[src/rtl/alu_share_ctrl_if.sv]
// Bundle of requester, response and ALU-side signals for alu_share_ctrl.
// The controller takes the slave view; the environment takes the master view.
interface alu_share_ctrl_if;
    logic        req0_valid, req1_valid;
    logic        req0_ready, req1_ready;
    logic [3:0]  req0_op, req1_op;
    logic [31:0] req0_a, req1_a, req0_b, req1_b;
    logic [1:0]  req0_bsel, req1_bsel;
    logic        resp0_valid, resp1_valid;
    logic        resp0_ready, resp1_ready;
    logic [31:0] resp_result;
    logic        resp_branch;
    logic        resp_err;
    logic [3:0]  alu_op;
    logic [31:0] alu_a, alu_b;
    logic [1:0]  alu_branch_sel;
    logic [31:0] alu_result;
    logic        alu_branch;

    modport slave (
        input  req0_valid, req1_valid, req0_op, req1_op, req0_a, req1_a, req0_b, req1_b,
        input  req0_bsel, req1_bsel, resp0_ready, resp1_ready, alu_result, alu_branch,
        output req0_ready, req1_ready, resp0_valid, resp1_valid, resp_result, resp_branch,
        output resp_err, alu_op, alu_a, alu_b, alu_branch_sel
    );

    modport master (
        output req0_valid, req1_valid, req0_op, req1_op, req0_a, req1_a, req0_b, req1_b,
        output req0_bsel, req1_bsel, resp0_ready, resp1_ready, alu_result, alu_branch,
        input  req0_ready, req1_ready, resp0_valid, resp1_valid, resp_result, resp_branch,
        input  resp_err, alu_op, alu_a, alu_b, alu_branch_sel
    );
endinterface

[src/rtl/alu_share_ctrl.sv]
// Round-robin sequencer time-sharing one combinational ALU between two requesters.
// One operation in flight: IDLE (accept) -> EXEC (one ALU cycle) -> RESP (hold until consumed).
module alu_share_ctrl #(
    parameter int unsigned NUM_OPS = 9
) (
    input logic             clk,
    input logic             rst,
    alu_share_ctrl_if.slave bus
);

    typedef enum logic [1:0] {StIdle, StExec, StResp} state_e;

    state_e      state_q, state_d;
    logic        ptr_q, ptr_d;
    logic        owner_q, owner_d;
    logic [3:0]  op_q, op_d;
    logic [31:0] a_q, a_d, b_q, b_d;
    logic [1:0]  bsel_q, bsel_d;
    logic [31:0] result_q, result_d;
    logic        branch_q, branch_d;
    logic        err_q, err_d;

    logic        any_valid, gnt, gnt_legal;
    logic [3:0]  gnt_op;
    logic [31:0] gnt_a, gnt_b;
    logic [1:0]  gnt_bsel;
    logic        rdy0, rdy1, rv0, rv1;

    // Arbitration: payload-blind; ptr only breaks ties.
    always_comb begin
        any_valid = bus.req0_valid | bus.req1_valid;
        gnt       = (bus.req0_valid && bus.req1_valid) ? ptr_q : bus.req1_valid;
        gnt_op    = gnt ? bus.req1_op   : bus.req0_op;
        gnt_a     = gnt ? bus.req1_a    : bus.req0_a;
        gnt_b     = gnt ? bus.req1_b    : bus.req0_b;
        gnt_bsel  = gnt ? bus.req1_bsel : bus.req0_bsel;
        gnt_legal = 32'(gnt_op) < NUM_OPS;
    end

    // Next-state, operation latch, result capture and handshake outputs.
    always_comb begin
        state_d  = state_q;
        ptr_d    = ptr_q;
        owner_d  = owner_q;
        op_d     = op_q;
        a_d      = a_q;
        b_d      = b_q;
        bsel_d   = bsel_q;
        result_d = result_q;
        branch_d = branch_q;
        err_d    = err_q;
        rdy0     = 1'b0;
        rdy1     = 1'b0;
        rv0      = 1'b0;
        rv1      = 1'b0;
        unique case (state_q)
            StIdle: begin
                // Ready is masked while reset is held so all handshakes read 0 in reset.
                if (any_valid && !rst) begin
                    rdy0    = ~gnt;
                    rdy1    = gnt;
                    owner_d = gnt;
                    if (gnt_legal) begin
                        op_d    = gnt_op;
                        a_d     = gnt_a;
                        b_d     = gnt_b;
                        bsel_d  = gnt_bsel;
                        state_d = StExec;
                    end else begin
                        // Illegal ops never reach the ALU; park its inputs at zero.
                        op_d     = '0;
                        a_d      = '0;
                        b_d      = '0;
                        bsel_d   = '0;
                        result_d = '0;
                        branch_d = 1'b0;
                        err_d    = 1'b1;
                        state_d  = StResp;
                    end
                end
            end
            StExec: begin
                result_d = bus.alu_result;
                branch_d = bus.alu_branch;
                err_d    = 1'b0;
                state_d  = StResp;
            end
            StResp: begin
                rv0 = ~owner_q;
                rv1 = owner_q;
                if (owner_q ? bus.resp1_ready : bus.resp0_ready) begin
                    state_d = StIdle;
                    ptr_d   = ~owner_q;
                end
            end
            default: state_d = StIdle;
        endcase
    end

    // State and datapath registers; async reset drops any in-flight operation.
    always_ff @(posedge clk or posedge rst) begin
        if (rst) begin
            state_q  <= StIdle;
            ptr_q    <= 1'b0;
            owner_q  <= 1'b0;
            op_q     <= '0;
            a_q      <= '0;
            b_q      <= '0;
            bsel_q   <= '0;
            result_q <= '0;
            branch_q <= 1'b0;
            err_q    <= 1'b0;
        end else begin
            state_q  <= state_d;
            ptr_q    <= ptr_d;
            owner_q  <= owner_d;
            op_q     <= op_d;
            a_q      <= a_d;
            b_q      <= b_d;
            bsel_q   <= bsel_d;
            result_q <= result_d;
            branch_q <= branch_d;
            err_q    <= err_d;
        end
    end

    assign bus.req0_ready     = rdy0;
    assign bus.req1_ready     = rdy1;
    assign bus.resp0_valid    = rv0;
    assign bus.resp1_valid    = rv1;
    assign bus.resp_result    = result_q;
    assign bus.resp_branch    = branch_q;
    assign bus.resp_err       = err_q;
    assign bus.alu_op         = op_q;
    assign bus.alu_a          = a_q;
    assign bus.alu_b          = b_q;
    assign bus.alu_branch_sel = bsel_q;

endmodule

[src/flat_wrapper.sv]
// flat-port wrapper written by rule: the top's interface ports become plain ports
module alu_share_ctrl_flat 
#(
    parameter int unsigned NUM_OPS = 9
)
  (clk, rst, bus_req0_valid, bus_req1_valid, bus_req0_op, bus_req1_op, bus_req0_a, bus_req1_a, bus_req0_b, bus_req1_b, bus_req0_bsel, bus_req1_bsel, bus_resp0_ready, bus_resp1_ready, bus_alu_result, bus_alu_branch, bus_req0_ready, bus_req1_ready, bus_resp0_valid, bus_resp1_valid, bus_resp_result, bus_resp_branch, bus_resp_err, bus_alu_op, bus_alu_a, bus_alu_b, bus_alu_branch_sel);
  alu_share_ctrl_if bus_i ();
  input logic clk;
  input logic rst;
  input wire logic [$bits(bus_i.req0_valid)-1:0] bus_req0_valid;
  input wire logic [$bits(bus_i.req1_valid)-1:0] bus_req1_valid;
  input wire logic [$bits(bus_i.req0_op)-1:0] bus_req0_op;
  input wire logic [$bits(bus_i.req1_op)-1:0] bus_req1_op;
  input wire logic [$bits(bus_i.req0_a)-1:0] bus_req0_a;
  input wire logic [$bits(bus_i.req1_a)-1:0] bus_req1_a;
  input wire logic [$bits(bus_i.req0_b)-1:0] bus_req0_b;
  input wire logic [$bits(bus_i.req1_b)-1:0] bus_req1_b;
  input wire logic [$bits(bus_i.req0_bsel)-1:0] bus_req0_bsel;
  input wire logic [$bits(bus_i.req1_bsel)-1:0] bus_req1_bsel;
  input wire logic [$bits(bus_i.resp0_ready)-1:0] bus_resp0_ready;
  input wire logic [$bits(bus_i.resp1_ready)-1:0] bus_resp1_ready;
  input wire logic [$bits(bus_i.alu_result)-1:0] bus_alu_result;
  input wire logic [$bits(bus_i.alu_branch)-1:0] bus_alu_branch;
  output wire logic [$bits(bus_i.req0_ready)-1:0] bus_req0_ready;
  output wire logic [$bits(bus_i.req1_ready)-1:0] bus_req1_ready;
  output wire logic [$bits(bus_i.resp0_valid)-1:0] bus_resp0_valid;
  output wire logic [$bits(bus_i.resp1_valid)-1:0] bus_resp1_valid;
  output wire logic [$bits(bus_i.resp_result)-1:0] bus_resp_result;
  output wire logic [$bits(bus_i.resp_branch)-1:0] bus_resp_branch;
  output wire logic [$bits(bus_i.resp_err)-1:0] bus_resp_err;
  output wire logic [$bits(bus_i.alu_op)-1:0] bus_alu_op;
  output wire logic [$bits(bus_i.alu_a)-1:0] bus_alu_a;
  output wire logic [$bits(bus_i.alu_b)-1:0] bus_alu_b;
  output wire logic [$bits(bus_i.alu_branch_sel)-1:0] bus_alu_branch_sel;
  assign bus_i.req0_valid = bus_req0_valid;
  assign bus_i.req1_valid = bus_req1_valid;
  assign bus_i.req0_op = bus_req0_op;
  assign bus_i.req1_op = bus_req1_op;
  assign bus_i.req0_a = bus_req0_a;
  assign bus_i.req1_a = bus_req1_a;
  assign bus_i.req0_b = bus_req0_b;
  assign bus_i.req1_b = bus_req1_b;
  assign bus_i.req0_bsel = bus_req0_bsel;
  assign bus_i.req1_bsel = bus_req1_bsel;
  assign bus_i.resp0_ready = bus_resp0_ready;
  assign bus_i.resp1_ready = bus_resp1_ready;
  assign bus_i.alu_result = bus_alu_result;
  assign bus_i.alu_branch = bus_alu_branch;
  assign bus_req0_ready = bus_i.req0_ready;
  assign bus_req1_ready = bus_i.req1_ready;
  assign bus_resp0_valid = bus_i.resp0_valid;
  assign bus_resp1_valid = bus_i.resp1_valid;
  assign bus_resp_result = bus_i.resp_result;
  assign bus_resp_branch = bus_i.resp_branch;
  assign bus_resp_err = bus_i.resp_err;
  assign bus_alu_op = bus_i.alu_op;
  assign bus_alu_a = bus_i.alu_a;
  assign bus_alu_b = bus_i.alu_b;
  assign bus_alu_branch_sel = bus_i.alu_branch_sel;
  alu_share_ctrl #(.NUM_OPS(NUM_OPS)) u_core (.clk(clk), .rst(rst), .bus(bus_i));
endmodule
[config.mk]
export PLATFORM = sky130hd
export DESIGN_NAME = alu_share_ctrl_flat
export DESIGN_NICKNAME = d
export VERILOG_FILES = /design/src/rtl/alu_share_ctrl_if.sv /design/src/rtl/alu_share_ctrl.sv /design/src/flat_wrapper.sv
export SDC_FILE = /design/constraint.sdc
export NUM_CORES = 1
export LEC_CHECK = 0
export ABC_AREA = 1
export BUFFER_PORTS_ARGS = -buffer_cell sky130_fd_sc_hd__buf_2
export CAP_MARGIN = 20
export CORE_ASPECT_RATIO = 1.75
export CORE_UTILIZATION = 35
export DETAILED_ROUTE_END_ITERATION = 16
export GPL_ROUTABILITY_DRIVEN = 0
export GPL_TIMING_DRIVEN = 0
export PLACE_DENSITY = 0.67
export SLEW_MARGIN = 20
export SYNTH_ARGS = -nofsm -noshare
export SYNTH_HDL_FRONTEND = slang
export SYNTH_SLANG_ARGS = --single-unit
[constraint.sdc]
create_clock -name clk -period 3.8 [get_ports clk]
set_input_delay 0.38 -clock clk [delete_from_list [all_inputs] [get_ports clk]]
set_output_delay 0.38 -clock clk [all_outputs]
set_load 0.05 [all_outputs]
==> metrics.txt, run 1 <==
syn nets 882; CP Capture Point bus_req1_ready; Seq/Total Area, Yosys 53.14%; number of fill cells 1479; synthesized cell area 5086 µm²; fraction of registers with async set/reset 100.0%; final setup vio count 0; Synth area leaders dfrtp_1 53%, nand2_1 38%, buf_6 1.8%, buf_2 0.89%, buf_4 0.89%; Mapped Cells 703; Most used DFF post-synth dfrtp_1; R2R cell count 10; Initial Util 36.20%; GRT Util Overall 21.44%; cts bufs inserted 9; Port Buffers 286; Switch Pwr 0.003546 W; DR vias 5189; Root Buffer clkbuf_16; Detailed Route WL 15920 µm; vias in the first global route 5098; Comb power frac 55.8%; Cell Pwr Density 911.3 nW/µm²; die area 15040 µm²; clock power share 14.3%; FF-to-FF setup slack 2.06 ns; Final nets 1182; grt ovf 0; P&R area growth vs syn 39.53%; core area 14050 µm²; Synth top area share 53.14%; WP data arrival 2.44 ns; layout cells sized above 1 33.83%; pin count of the biggest net entering global routing 33; initial antenna violation count 1; Worst-Margin Slew 0.5986 ns; synth warn 0; HP Class input port to async pin; peak fanout along the critical path 30; clk_skew 0.01178 ns; WHS 0.08619 ns; Fin. Hold Viols 0; #FFs+latches synth 108; drt pass-1 iters 4; worst r2r dst u_core.bus.alu_a[23]$_DFFE_PP0P_; max_slew headroom 60.01%; critical path class input port to output pin; DRT antenna net count 0; post-DR wirelength/cell 13.42 µm; post-route clock period utilization 74.19%; synth unique cells 21; synthesized area per cell 7.235 µm²; First DRT Iteration DRCs 211; most common cell in the netlist nand2_1; first-pass GRT wire length 24900 µm; Post-synth EDFFs 0; Max VDD drop 0.4447 mV; Reg clk slew, reported paths 0.08 ns; crit end category output pin; die width 93.13 µm; Max Clock Freq 354.7 MHz; Sw Ratio 54.83%; setup bufs post-CTS 0; Resized Gates After CTS 0; unrepaired setup endpoints after global routing no; crit path from rst; Via-to-Cell Ratio 4.375; Bufs on Longest Clock Path 2; IO Pins 287; residual DRC count 0; clock latency on the worst-skew pair 0.35 ns; clk sinks 108; H-tree lvl count 3; sequential power share 29.9%; status finished, final reports clean; CTS Hold Bufs 0; Max Cap Viol 0; CTS tree done; Die H 161.5 µm; site row count 57; Pint 0.002921 W; Static Leak 4.486 nW; Startpoint Class input port; Post-synth top cells 521 x nand2_1, 108 x dfrtp_1, 10 x clkbuf_1, 10 x inv_1, 9 x buf_2; HPWL after DPL 12490 µm; FF-to-FF Start u_core.ptr_q$_DFFE_PP0P_; Worst EP required 3.42 ns; setup TNS 0 ns; Tmin final 2.819 ns; max-slew violation count 0; biggest area consumer among synthesized cells dfrtp_1
power by group through the flow:
stage | combinational [W] | clock (W) | sequential [W]
global route | 0.00384 | 0.000995 | 0.00199
global placement | 0.00361 | 0 | 0.00193
detailed placement | 0.00364 | 0 | 0.00194
CTS | 0.00365 | 0.000951 | 0.00193
finish | 0.00361 | 0.000928 | 0.00193
floorplan | 0.000892 | 0 | 0.00371
metal layers:
| metal | vias to the layer above | routed length [µm] | GRT usage (%) |
|---|---|---|---|
| met2 | 163 | 8436 | 39.41 |
| met3 | 32 | 674 | 3.249 |
| li1 | 2697 | - | - |
| met1 | 2297 | 6268 | 23.77 |
| met5 | - | 0 | 0 |
| met4 | 0 | 539 | 9.790 |
layout by cell type (no fill, tap or decap):
cell	instances
nor2_4	1
clkinvlp_4	3
clkbuf_16	9
nand4_1	1
a21oi_1	1
buf_6	8
inv_8	3
clkinv_4	1
inv_2	5
dfrtp_1	108
buf_12	3
nand3b_1	1
buf_2	295
o21ai_0	6
nand3_1	4
and3_1	1
nand2_2	3
clkbuf_1	10
diode_2	1
buf_1	1
nand3_2	1
inv_6	1
inv_1	9
nand2_4	1
nor2_1	4
nand2_1	521
o21ai_2	1
buf_4	6
logic make-up after synthesis:
logic type	synth area share [%]
AOI/OAI and AO/OA	0.8610
DFF	53.14
and+or+nand+nor	40.54
buffers and inverters	5.461
through the flow:
stage / power [W] / instances / worst slack [ns] / cell area [µm²] / utilization (%)
global route: 0.006832 / 1186 / 0.7090 / 7097 / 50.51
CTS: 0.006529 / 1185 / 0.9127 / 7094 / 50.49
finish: 0.006467 / 1186 / 0.9808 / 7097 / 50.51
detailed placement: 0.005587 / 1169 / 0.9167 / 6803 / 48.42
floorplan: 0.004603 / 703 / 0.7375 / 5090 / -
global placement: 0.005541 / 1166 / -0.4403 / 6743 / 47.99
worst min-delay path by stage:
stage,start,slack [ns],end,cells past startpoint
after floorplan,u_core.ptr_q$_DFFE_PP0P_,0.45,u_core.ptr_q$_DFFE_PP0P_,2
after global placement,u_core.bus.resp_result[22]$_DFFE_PP0P_,0.45,u_core.bus.resp_result[22]$_DFFE_PP0P_,2
after detailed placement,u_core.bus.resp_result[4]$_DFFE_PP0P_,0.45,u_core.bus.resp_result[4]$_DFFE_PP0P_,2
after CTS,rst,0.09,u_core.bus.resp_result[28]$_DFFE_PP0P_,2
after global routing,rst,0.12,u_core.bus.resp_result[28]$_DFFE_PP0P_,2
final,rst,0.09,u_core.bus.resp_result[28]$_DFFE_PP0P_,2
critical path, stage by stage:
cell	delay (ns)
buf_2	0.11
clkinvlp_4	0.40
buf_12	0.26
buf_12	0.22
o21ai_2	0.11
nor2_4	0.20
nand2_2	0.09
inv_2	0.11
buf_2	0.23
buf_2	0.30
layout make-up:
cell class                      instances  area (µm²)  share of cell area, %
Antenna cell                            1       2.502                0.03526
Buffer                                 34       221.5                  3.121
Clock buffer                            9       225.2                  3.173
Clock inverter                          7       66.31                 0.9344
Inverter                               15       60.06                 0.8463
Multi-Input combinational cell        546        2106                  29.67
Sequential cell                       108        2703                  38.08
Tap cell                              177       221.5                  3.121
Timing Repair Buffer                  289        1491                  21.02
registers in the layout, summed over array words and instances (netlist names), 2 cells and up:
register	flops
u_core.bus.alu_op	4
u_core.bus.alu_branch_sel	2
u_core.bus.resp_result	32
u_core.state_q	2
u_core.bus.alu_a	32
u_core.bus.alu_b	32
No activity file was read; power rests on OpenSTA's default activity.
==> run 2: changes to the inputs <==
Clock period 3.8 ns to 2.26 ns, I/O delays scaled along.
==> run 2 against run 1 <==
Clock power is 76% higher; flip-flop and latch count stayed put; clock skew hardly changed; worst setup slack worse by 0.74 ns; hold slack worse by 0.033 ns; wire length is 1.2% higher; via count is 2.5% higher; critical path type is now flop to output pin; combinational power is 70% higher; final cell count is 0.34% higher; non-clock buffer count is 4 higher; count of clock-buffer cells in the layout stayed put; critical endpoint unchanged.
==> metrics.txt, run 2 (synthesis results as in run 1) <==
slowest stage delay, CP 0.40 ns; cts bufs inserted 9; site row count 57; Worst-Margin Slew 0.5828 ns; Max Clock Freq 494.8 MHz; peak fanout along the critical path 10; post-DR wirelength/cell 13.54 µm; residual DRC count 0; Fin. Hold Viols 0; Die H 161.5 µm; crit end category output pin; Detailed Route WL 16110 µm; Root Buffer clkbuf_16; Max Cap Viol 0; most frequent cells in the layout 521 x nand2_1, 291 x buf_2, 108 x dfrtp_1; HPWL after DPL 12510 µm; number of fill cells 1482; First DRT Iteration DRCs 171; Tmin final 2.021 ns; DRT antenna net count 0; first-pass GRT wire length 25120 µm; HP Class input port to async pin; Initial Util 36.20%; Cell Pwr Density 1523 nW/µm²; Resized Gates After CTS 0; clock latency on the worst-skew pair 0.35 ns; layout cells sized above 1 34.16%; crit-path most repeated cell inv_2; Reg clk slew, reported paths 0.08 ns; GRT Util Overall 21.63%; grt ovf 0; unrepaired setup endpoints after global routing no; IO Pins 287; Final WS setup 0.2388 ns; pin count of the biggest net entering global routing 32; commonest non-fill, non-tap cell in the layout nand2_1; Bufs on Longest Clock Path 2; register area 2703 µm²; Startpoint Class flop; H-tree lvl count 3; Port Buffers 286; clk_skew 0.01156 ns; vias in the first global route 5111; final setup vio count 0; CP Cell Sequence inv_2 > nand2_1 > nor2_4 > nand2_2 > inv_2 > buf_4 > buf_2; DR vias 5319; clk sinks 108; max_slew headroom 61.02%; core area 14050 µm²; P&R area growth vs syn 41.77%; max-slew violation count 0; Via-to-Cell Ratio 4.470; status finished, final reports clean; WP data arrival 1.80 ns; multi-input logic area 2106 µm²; post-route clock period utilization 89.43%; CTS tree done; drt pass-1 iters 5; Max VDD drop 0.8924 mV; critical path class flop to output pin; die area 15040 µm²; WHS 0.05319 ns; initial antenna violation count 0; pre-CTS setup slack -0.2977 ns; Static Leak 4.539 nW; Worst EP required 2.03 ns; n_diodes 0; die width 93.13 µm; crit path max-delay cell type dfrtp_1; Final nets 1187
run 2: cell types whose count changed in the layout (fill, tap and decap cells not counted), moves of 2 or more:
cell	before	now
clkbuf_8	0	2
clkinv_8	0	3
buf_2	295	291
clkinvlp_4	3	1
buf_4	6	9
clkbuf_1	10	8
o21ai_0	6	3
dlygate4sd3_1	0	2
o21ai_1	0	3
run 2: where the power goes:
group / switching, W / total (W) / internal, W
logic: 0.00474 / 0.00612 / 0.00137
registers: 0.000431 / 0.00323 / 0.00280
clock network: 0.000830 / 0.00163 / 0.000802
total: 0.00601 / 0.0110 / 0.00497
run 2: path summary, 6_finish.rpt:
path / cells after the start / slack, ns / start / end
setup / recovery: 7 / 0.24 / u_core.state_q[0]$_DFFE_PP0P_ / bus_req1_ready
hold / removal: 4 / 0.05 / rst / u_core.bus.alu_b[15]$_DFFE_PP0P_
min in group clk: 3 / 0.06 / bus_alu_result[5] / u_core.bus.resp_result[5]$_DFFE_PP0P_
max in group asynchronous: 5 / 1.31 / rst / u_core.bus.alu_op[1]$_DFFE_PP0P_
setup reg to reg: 10 / 0.43 / u_core.ptr_q$_DFFE_PP0P_ / u_core.bus.alu_a[22]$_DFFE_PP0P_
hold reg to reg: 2 / 0.47 / u_core.bus.resp_result[2]$_DFFE_PP0P_ / u_core.bus.resp_result[2]$_DFFE_PP0P_
run 2: layout make-up:
cell class,instances,area share (%)
Sequential cell,108,37.48
Multi-Input combinational cell,546,29.20
Timing Repair Buffer,293,21.34
Buffer,34,3.644
Clock buffer,9,3.123
Tap cell,177,3.071
Clock inverter,7,1.232
Inverter,15,0.8329
Timing Repair inverter,1,0.06941
run 2: critical path: cells and delay by family (launching register included):
family,cells,cell delay [ns]
buffers and inverters,4,0.66
flip-flops,1,0.40
AND/OR/NAND/NOR,3,0.37
run 2: repair_timing:
| action | 4_1_cts | 5_1_grt |
|---|---|---|
| hold endpoints to repair | 51 | 0 |
| setup buffers | 1 | 0 |
| endpoints found under the setup margin | 2 | 0 |
| hold buffers | 3 | 0 |
run 2: per-stage QoR:
step	cell area [µm²]	power [W]	util [%]	setup TNS, ns	cells
after floorplan	5131	0.007776	-	-53.64	703
after global placement	6784	0.009351	48.29	-190.11	1166
after detailed placement	6844	0.009428	48.71	-14.91	1169
after CTS	7211	0.01110	51.32	0	1190
after global routing	7211	0.01160	51.32	0	1190
final	7211	0.01098	51.32	0	1190
run 2: layer usage:
metal | GRT usage [%] | share of wire (%)
met1 | 24.25 | 38
met2 | 39.34 | 53
met3 | 3.390 | 4.9
met4 | 9.930 | 3.7
met5 | 0 | 0
==> run 3: changes to the inputs <==
Settings changed: PLACE_DENSITY 0.67 to default, PLACE_DENSITY_LB_ADDON from default to 0.08.
==> run 3 against run 2 <==
Hold slack improved by 0.027 ns; count of clock-buffer cells in the layout unchanged; first-iteration DRC count decreased by 15%; sequential share of layout area about the same; flip-flop and latch count unchanged; highest routed layer unchanged; power is 0.44% lower; worst setup slack worse by 0.16 ns; core utilization about the same; via count is 2.1% lower; non-clock buffer count unchanged; global-route usage is 1.2 points lower; sequential power about the same.
==> metrics.txt, run 3 (synthesis results as in run 1) <==
Sw Ratio 53.72%; CP Cell Sequence dlygate4sd3_1 > buf_2 > clkinvlp_4 > buf_12 > o21ai_2 > nor2_4 > nand2_1 > inv_2 > buf_8 > clkbuf_4; site row count 57; Max VDD drop 0.8604 mV; R2R cell count 10; residual DRC count 0; final setup vio count 0; IO Pins 287; setup bufs post-CTS 0; Port Buffers 286; H-tree lvl count 3; Static Leak 4.538 nW; die width 93.13 µm; First DRT Iteration DRCs 145; drt pass-1 iters 4; Root Buffer clkbuf_16; peak fanout along the critical path 10; Worst-Margin Slew 0.5554 ns; Initial Util 36.20%; P&R area growth vs syn 41.75%; Fin. Hold Viols 0; core area 14050 µm²; status finished, final reports clean; HPWL after DPL 11930 µm; vias in the first global route 5004; post-route clock period utilization 96.60%; n_diodes 0; GRT Util Overall 20.38%; initial antenna violation count 0; FF-to-FF setup slack 0.53 ns; Comb power frac 55.5%; Reg clk slew, reported paths 0.08 ns; most frequent cells in the layout 521 x nand2_1, 290 x buf_2, 108 x dfrtp_1; die area 15040 µm²; Overall Power 0.01093 W; unrepaired setup endpoints after global routing no; worst r2r dst u_core.bus.alu_a[27]$_DFFE_PP0P_; max_slew headroom 62.85%; min-delay src bus_alu_result[12]; Hold Path End u_core.bus.resp_result[12]$_DFFE_PP0P_; clock power share 14.9%; Max Clock Freq 458.0 MHz; Startpoint Class input port; Detailed Route WL 15070 µm; slowest stage delay, CP 0.52 ns; post-DR wirelength/cell 12.68 µm; commonest non-fill, non-tap cell in the layout nand2_1; sequential power share 29.6%; WHS Path Cells 3; Final nets 1186; crit path max-delay cell type dlygate4sd3_1; Bufs on Longest Clock Path 2; Via-to-Cell Ratio 4.380; Switch Pwr 0.005872 W; clock latency on the worst-skew pair 0.34 ns; Tmin final 2.183 ns; clk sinks 108; Die H 161.5 µm; pin count of the biggest net entering global routing 32; FF-to-FF Start u_core.ptr_q$_DFFE_PP0P_; CTS tree done; WP data arrival 1.96 ns; first-pass GRT wire length 24110 µm; Worst EP required 2.03 ns; Max Cap Viol 0; grt ovf 0; layout cells sized above 1 34.09%; critical path class input port to output pin; clk_skew 0.007437 ns; WHS 0.08008 ns; DRT antenna net count 0; cts bufs inserted 9; Cell Pwr Density 1516 nW/µm²; DR vias 5208; Pint 0.005059 W; max-slew violation count 0; crit end category output pin; HP Class input port to flop
run 3: cell types whose count changed in the layout (fill, tap and decap cells not counted):
| cell | change |
|---|---|
| buf_12 | -1 |
| buf_16 | +1 |
| clkinv_8 | -3 |
| clkinvlp_4 | +1 |
| bufinv_16 | +1 |
| buf_2 | -1 |
| clkinv_2 | +1 |
| clkinvlp_2 | -1 |
| clkbuf_4 | +1 |
run 3: worst max path at each step:
stage,start,to,slack [ns]
3_5_place_dp,rst,u_core.bus.alu_a[25]$_DFFE_PP0P_,0.20
6_report,rst,bus_req0_ready,0.08
2_1_floorplan,rst,u_core.bus.alu_a[20]$_DFFE_PP0P_,-0.60
5_1_grt,rst,bus_req1_ready,0.003
4_1_cts,rst,bus_req1_ready,0.02
3_3_place_gp,rst,u_core.bus.alu_a[24]$_DFFE_PP0P_,-1.79
run 3: repair_timing:
item / 4_1_cts / 5_1_grt
resized for setup: 0 / 3
setup endpoints to repair: 0 / 2
endpoints found under the hold margin: 12 / 0
hold buffers: 3 / 0
run 3: final cells by class:
class | count | area, µm²
inverter | 15 | 60.06
fill | 1471 | 6840
clock inverter | 7 | 82.58
clock buffer | 9 | 225.2
tap | 177 | 221.5
buffer | 34 | 262.8
timing repair buffer | 293 | 1549
sequential | 108 | 2703
multi-input combinational | 546 | 2106
run 3: metrics by stage:
stage	util, %	cells	TNS [ns]	setup slack (ns)	cell area [µm²]
2_1_floorplan	-	703	-53.64	-0.6008	5131
3_3_place_gp	48.29	1166	-192.07	-1.790	6784
3_5_place_dp	48.91	1170	0	0.2042	6872
4_1_cts	51.31	1189	0	0.01785	7209
5_1_grt	51.31	1189	0	0.003088	7209
6_report	51.31	1189	0	0.07674	7209
run 3: power by group through the flow:
stage,clock (W),combinational [W],sequential (W)
6_report,0.00163,0.00607,0.00323
5_1_grt,0.00176,0.00651,0.00335
4_1_cts,0.00169,0.00616,0.00324
3_5_place_dp,0,0.00615,0.00325
3_3_place_gp,0,0.00610,0.00325
2_1_floorplan,0,0.00154,0.00624
run 3: layer usage:
metal  wire length [µm]  GRT usage [%]  share of wire [%]
met1               5794          22.18                 38
met2               7958          38.14                 53
met3                953          4.473                6.3
met4                368          6.853                2.4
met5                  0              0                  0
run 3: worst max-delay path: cells and delay by family:
family | cells | cell delay, ns
and+or+nand+nor | 2 | 0.27
AOI/OAI and AO/OA | 1 | 0.07
buffers and inverters | 7 | 1.37
